<file path="config.mk">
export PLATFORM = sky130hd
export DESIGN_NAME = alu_arbiter
export DESIGN_NICKNAME = d
export VERILOG_FILES = /design/src/rtl/alu_arbiter.sv
export SDC_FILE = /design/constraint.sdc
export NUM_CORES = 1
export LEC_CHECK = 0
export ABC_AREA = 1
export CELL_PAD_IN_SITES_DETAIL_PLACEMENT = 2
export CELL_PAD_IN_SITES_GLOBAL_PLACEMENT = 2
export CORE_UTILIZATION = 19
export CTS_BUF_LIST = sky130_fd_sc_hd__clkbuf_4 sky130_fd_sc_hd__clkbuf_8
export DETAILED_ROUTE_END_ITERATION = 10
export GPL_ROUTABILITY_DRIVEN = 0
export PLACE_DENSITY_LB_ADDON = 0.1
export SETUP_SLACK_MARGIN = 0.5
export SLEW_MARGIN = 10
export SYNTH_ARGS = -nofsm -noshare
export SYNTH_HDL_FRONTEND = slang
export SYNTH_SLANG_ARGS = --single-unit
</file>
<file path="constraint.sdc">
create_clock -name clk -period 2.2 [get_ports clk]
set_input_delay 0.22 -clock clk [delete_from_list [all_inputs] [get_ports clk]]
set_output_delay 0.22 -clock clk [all_outputs]
set_load 0.01 [all_outputs]
</file>
<file path="src/rtl/alu_arbiter.sv">
// Round-robin arbiter sharing one registered-output ALU among four requesters.
// Each granted operation runs IDLE -> EXEC -> CAPT -> RESP and returns its result with the owner ID.
module alu_arbiter #(
  parameter int unsigned WIDTH = 16,
  parameter int unsigned N_REQ = 4
) (
  input  logic                     clk,
  input  logic                     reset,
  input  logic [N_REQ-1:0]         req_valid,
  output logic [N_REQ-1:0]         req_ready,
  input  logic [N_REQ*WIDTH-1:0]   req_a,
  input  logic [N_REQ*WIDTH-1:0]   req_b,
  input  logic [N_REQ*3-1:0]       req_sel,
  output logic                     rsp_valid,
  input  logic                     rsp_ready,
  output logic [1:0]               rsp_id,
  output logic [WIDTH-1:0]         rsp_data,
  output logic [WIDTH-1:0]         alu_a,
  output logic [WIDTH-1:0]         alu_b,
  output logic [2:0]               alu_select,
  input  logic [WIDTH-1:0]         alu_f,
  output logic                     busy
);

  typedef enum logic [1:0] {
    StIdle = 2'd0,
    StExec = 2'd1,
    StCapt = 2'd2,
    StResp = 2'd3
  } state_e;

  state_e             state_q, state_d;
  logic [1:0]         last_grant_q;
  logic [1:0]         rsp_id_q;
  logic [WIDTH-1:0]   rsp_data_q;
  logic [WIDTH-1:0]   alu_a_q, alu_b_q;
  logic [2:0]         alu_select_q;

  logic               any_valid;
  logic [1:0]         winner;
  logic [1:0]         cand;
  logic               grant;
  logic               capture;

  // Scan from lowest to highest priority so the highest-priority valid requester is kept last.
  always_comb begin
    winner    = '0;
    cand      = '0;
    any_valid = |req_valid;
    for (int k = N_REQ; k >= 1; k--) begin
      cand = last_grant_q + 2'(k);
      if (req_valid[cand]) begin
        winner = cand;
      end
    end
  end

  always_comb begin
    state_d   = state_q;
    req_ready = '0;
    grant     = 1'b0;
    capture   = 1'b0;
    unique case (state_q)
      StIdle: begin
        if (any_valid) begin
          req_ready[winner] = 1'b1;
          grant             = 1'b1;
          state_d           = StExec;
        end
      end
      StExec: state_d = StCapt;
      StCapt: begin
        capture = 1'b1;
        state_d = StResp;
      end
      StResp: begin
        if (rsp_ready) begin
          state_d = StIdle;
        end
      end
      default: state_d = StIdle;
    endcase
  end

  always_ff @(posedge clk or posedge reset) begin
    if (reset) begin
      state_q      <= StIdle;
      last_grant_q <= 2'd3;
      rsp_id_q     <= '0;
      rsp_data_q   <= '0;
      alu_a_q      <= '0;
      alu_b_q      <= '0;
      alu_select_q <= '0;
    end else begin
      state_q <= state_d;
      if (grant) begin
        last_grant_q <= winner;
        rsp_id_q     <= winner;
        alu_a_q      <= req_a[winner*WIDTH +: WIDTH];
        alu_b_q      <= req_b[winner*WIDTH +: WIDTH];
        alu_select_q <= req_sel[winner*3 +: 3];
      end
      if (capture) begin
        rsp_data_q <= alu_f;
      end
    end
  end

  assign rsp_valid  = (state_q == StResp);
  assign busy       = (state_q != StIdle);
  assign rsp_id     = rsp_id_q;
  assign rsp_data   = rsp_data_q;
  assign alu_a      = alu_a_q;
  assign alu_b      = alu_b_q;
  assign alu_select = alu_select_q;

endmodule

</file>
* Word level (Yosys, flattened, before mapping)
Index checks and enable logic that the tools add are counted.
** Storage, ports and cells
- Register bits :: 57
- Input bits :: 163
- Output and inout bits :: 59
** Cells by class
- Add/sub/neg operators :: 3
- Multiply operators :: 1
- $lt $le $gt $ge :: 6
- Eq/ne operators :: 5
- Shifts and indexed selects :: 3
- Mux-type cells :: 22
- Reductions and logical operators :: 5
** Operator list (count)
- variable part select 64 x 7 -> 16 bit :: 2
- < comparator 2 x 3 -> 1 bit, second input constant :: 5
- 2-to-1 mux 2 bit :: 6
- variable part select 12 x 5 -> 3 bit :: 1
- binary-select mux 1 bit (select 2 bit) :: 4
- 2-to-1 mux 1 bit :: 8
- 2-to-1 mux 4 bit :: 2
- case mux 2 bit (4 select lines) :: 1
- adder 2 bit, second input constant :: 2
- == test 2 bit, second input constant :: 2
- multiplier 2 x 2 -> 4 bit, second input constant :: 1
- OR reduction 4 bit :: 1
- adder 2 x 1 -> 2 bit, second input constant :: 1
- demux 1 bit (select 2 bit) :: 1
- == test 2 x 1 -> 1 bit, second input constant :: 1
- >= comparator 2 x 1 -> 1 bit, second input constant :: 1
- logical NOT 2 bit :: 1
- inequality test 2 x 1 -> 1 bit, second input constant :: 1
- inequality test 2 bit, second input constant :: 1
- AND reduction 2 bit :: 1
- nonzero test 2 bit :: 1
- logical AND 1 bit :: 1

* Logic depth before layout (Yosys ltp)
- Depth after elaboration :: 12
- Mapped depth :: 17
- Mapped depth without buffers :: 15

* Worst setup path before layout
No wires, ideal clock.
- Path type :: register -> output
- From :: register last_grant_q[0]
- To :: output req_ready[0]
- Data arrival time :: 1.675 ns
- Required time :: 1.980 ns
- Slack :: 0.305 ns
- Cell stages (with the launch flop) :: 13
- Cells stage by stage :: dfstp_2 buf_4 inv_4 nand2_1 nand2_1 nand2_1 nand2_1 inv_2 nand2_2 nand2_4 nand2_8 buf_6 nor3_1
** On the way
- Word-level cells in the longest chain between the ends :: 12
- Elaborated cells on any way between the ends :: 22
- Those cells by class :: 3 x add/sub; 2 x order compare; 16 x mux; 1 x reduce/logical
** Ends and longest elaborated chain
- start, declared :: RTL line 33 : logic [1:0] last_grant_q;
- start signal, assigned :: RTL line 97 : last_grant_q <= winner;
- adder 2 bit or binary-select mux 1 bit (select 2 bit) (tied branches) :: RTL line 51, 52
- binary-select mux 1 bit (select 2 bit) or 2-to-1 mux 1 bit (tied branches) :: RTL line 52 : if (req_valid[cand]) begin
- 2-to-1 mux 1 bit (implied by the code) or 2-to-1 mux 2 bit (tied branches) :: RTL line 52
- 2-to-1 mux 2 bit (2 in a row) :: RTL line 52
- 2-to-1 mux 2 bit (*) :: RTL line 52
- < comparator 2 x 3 -> 1 bit (implied by the code) or >= comparator 2 x 1 -> 1 bit (tied branches) :: RTL line 66 : req_ready[winner] = 1'b1;
- logical AND 1 bit (implied by the code) :: RTL line 66
- 2-to-1 mux 1 bit (implied by the code) :: RTL line 66
- demux 1 bit (select 2 bit) (*) :: RTL line 66
- 2-to-1 mux 4 bit (*) :: RTL line 65 : if (any_valid) begin
- 2-to-1 mux 4 bit (*) :: RTL line 63 : unique case (state_q)
- end, declared :: RTL line 10 : output logic [N_REQ-1:0] req_ready,
Every way passes the cells marked *; elsewhere a longest branch is shown, timed or not. The select of a mux whose other input is x is not followed.

* Final worst setup path
- From :: register last_grant_q[0]
- To :: output req_ready[1]
The elaborated chain is that of the path after synthesis.

==> metrics.log <==
[metrics] antenna fix cells: 0
[metrics] die height: 147.8 µm
[metrics] cell type with the highest aggregate area in the netlist: dfrtp_1
[metrics] Filler cells: 2365
[metrics] per-instance average area after synthesis: 6.325 µm²
[metrics] highest clock rate: between 400 and 500 MHz
[metrics] multi-input gate area in the final layout: 2525 µm²
[metrics] worst flop-to-flop path startpoint: last_grant_q[0]
[metrics] crit path from: last_grant_q[0]
[metrics] IO buf count: around 220
[metrics] crit path time final: about 2400 ps
[metrics] power share of the combinational group: between 80% and 90%
[metrics] TritonCTS clock tree: done
[metrics] count of placed standard cells including taps: between 1000 and 1500
[metrics] clock slew at reported path FFs: 80 ps
[metrics] via count: 5212
[metrics] via density per instance: 4.417
[metrics] maximum number of pins on one net before global-route repair: 58
[metrics] proportion of power drawn by the clock network: 7.3%
[metrics] result of the run: complete, but fails checks
[metrics] Site Rows: 52
[metrics] setup repair after global routing missed its margin: yes
[metrics] total wire length: 23.00 mm
[metrics] number of nets produced by synthesis: 805
[metrics] fraction of the yosys area taken by sequential cells: 35.36%
[metrics] clock skew after layout: ~5.8 ps
[metrics] routed length per placed instance: 19.49 µm
[metrics] category of the worst setup path launch point: register
[metrics] starting density of the core: between 10% and 20%
[metrics] count of boundary I/O pins: about 220
[metrics] flip-flop and latch count after synthesis: 57
[metrics] area of the placeable core: 20560 µm²
[metrics] Remaining Overflow, GRT: 0
[metrics] library cell used as clock root buffer: clkbuf_8
[metrics] global-route total usage across every layer: just over 20%
[metrics] Internal Pwr Total: 8.844 mW
[metrics] final HPWL from detailed placement: 13.89 mm
[metrics] area added between synthesis and finish: 104.6%
[metrics] commonest non-fill, non-tap cells in the layout: 256 x nand2_1, 215 x clkdlybuf4s50_1, 85 x nand3_1
[metrics] CTS hold repair buffers: 0
[metrics] cell count after synthesis: 639
[metrics] clk buf depth: 2
[metrics] horizontal extent of the die: 147.8 µm
[metrics] fraction of layout cells with a size suffix above 1: 22.97%
[metrics] remaining design rule violation count: 0
[metrics] endpoint arrival time on the critical path: about 2200 ps
[metrics] flip-flop and latch area: 1429 µm²
[metrics] vias in the first global route: between 5000 and 6000
[metrics] Setup CP Type: register to primary output
[metrics] final total power: 16.35 mW
[metrics] floorplan die area: 21860 µm²
[metrics] proportion of netlist area held by the largest area contributor: 34.06%
[metrics] number of H-tree branching levels: 3
[metrics] slew at the pin closest to its max-slew limit: between 300 and 400 ps
[metrics] required time of the critical path: 1980 ps
[metrics] Net Sw Power: 7.509 mW
[metrics] netlist area before placement: just over 4000 µm²
[metrics] Yosys cell types: 24
[metrics] initial antenna violation count: 1
[metrics] Max rail drop VDD: 0.0008164 V
[metrics] final worst slack: -182.0 ps
[metrics] layout net count: 1071
[metrics] Final Setup Violations: 39
[metrics] first-pass GRT wire length: 32.99 mm
[metrics] highest fanout seen on the critical path: 7
[metrics] hold violation count in the final report: 0
[metrics] number of warning messages in the yosys log: 0
[metrics] worst skew pair latency: 370 ps
[metrics] most common library cell in the layout ignoring fill and taps: nand2_1
[metrics] Leakage Power: 4.181 nW
[metrics] class of the tightest hold or removal check: input port to asynchronous set/reset pin
[metrics] first-pass detailed-route iteration total: 4
[metrics] sequential group share of total power: 11.6%
[metrics] largest cells by area after synthesis: dfrtp_1 34%, nand2_1 29%, nand3_1 13%
[metrics] fin crit share: 108.3%
[metrics] failing checks: setup timing
[metrics] Final Max Tran Viols: 0
[metrics] clock sink count: 57
[metrics] DRC marker count from the first detailed-route iteration: 82
[metrics] Detail Route Antenna Nets: 0
[metrics] number of CTS-inserted buffers: 9
[metrics] power density of the placed cells: 1978 nW/µm²
[metrics] Critical Path Sink Type: primary output
[metrics] Finished Layout Cells: 1180
[metrics] maxcap violations: 0
[metrics] Sw Ratio: 45.92%
[metrics] worst relative slew slack: 76.14%
[timing repair]
| item | 4_1_cts | 5_1_grt |
|---|---|---|
| endpoints found under the setup margin | 43 | 44 |
| gates cloned | 15 | 2 |
| setup buffers | 14 | 12 |
| gates resized for setup | 104 | 88 |
| pin swaps | 46 | 68 |
[synthesized netlist by cell type, drive strengths merged]
master / n
dfstp: 2
buf: 29
mux2: 16
o22ai: 1
clkbuf: 10
nor3: 2
inv: 85
o21ai: 3
nand3: 109
nand4: 2
ha: 3
a21oi: 4
nor2: 3
nand2: 315
dfrtp: 55
[state kept, by name, summed over array words and instances, names as in the netlist]
| signal | count |
|---|---|
| alu_a | 16 |
| alu_b | 16 |
| rsp_data | 16 |
| alu_select | 3 |
| last_grant_q | 2 |
| rsp_id | 2 |
| state_q | 2 |
[power by group through the flow]
stage          sequential (mW)  clock (mW)  combinational, mW
6_report                  1.90        1.19               13.3
5_1_grt                   1.96        1.27               14.3
4_1_cts                   1.90        1.21               11.7
3_5_place_dp              1.91           0               8.26
3_3_place_gp              1.88           0               8.04
2_1_floorplan             2.07           0               4.87
[stage by stage]
| step | hold WS (ps) | area, µm² | TNS (ps) | worst slack, ps | util, % |
|---|---|---|---|---|---|
| floorplan | 371.7 | 4095 | 0 | 415.6 | - |
| global placement | 461.5 | 6683 | -5550 | -235.5 | 32.50 |
| detailed placement | 466.6 | 6683 | -9028 | -345.2 | 32.50 |
| CTS | 287.0 | 7737 | -1495 | -114.7 | 37.63 |
| global route | 306.9 | 8267 | -8772 | -293.0 | 40.21 |
| finish | 272.8 | 8267 | -4477 | -182.0 | 40.21 |
[area by class of cell]
type | count | area share (%)
Tap cell | 270 | 4.087
Clock inverter | 5 | 0.9687
Clock buffer | 11 | 1.756
Multi-Input combinational cell | 458 | 30.54
Timing Repair Buffer | 294 | 41.38
Sequential cell | 57 | 17.28
Inverter | 85 | 3.981
[worst paths after layout]
kind	end	slack, ps	cells past startpoint
max reg2reg	alu_a[0]	-180	18
max	req_ready[1]	-180	11
min	rsp_data[14]	270	3
max in group asynchronous	last_grant_q[0]	1620	3
min in group clk	rsp_data[15]	470	2
min reg2reg	alu_a[9]	470	2
[per-layer routing]
| layer | part of all wire (%) | GRT usage (%) | vias to the layer above |
|---|---|---|---|
| li1 | - | - | 2489 |
| met1 | 41 | 23.57 | 2531 |
| met2 | 51 | 36.51 | 167 |
| met3 | 5.9 | 4.599 | 25 |
| met4 | 2.1 | 6.134 | 0 |
| met5 | 0 | 0 | - |
[cell families (layout without fill, tap and decap cells)]
group                    Yosys count  count (layout)  synth area share [%]
multiplexers                      16              16                 4.458
AND/OR/NAND/NOR                  431             431                 44.61
flip-flops                        57              57                 35.36
buffers and inverters            124             395                 13.62
adder cells (fa/ha/maj)            3               3                0.9289
AO/OA/AOI/OAI                      8               8                 1.022
[critical path: stages, from the launching register on]
cell and delay (ps):
dfstp_2 620, clkinv_4 150, nand2_4 110, buf_4 110
nand2_1 50, nand2_1 60, nand4_1 120, nand2_2 160
buf_12 130, buf_12 120, nor2_4 40, buf_6 110
Note: power is estimated with default switching activity, not from simulation.
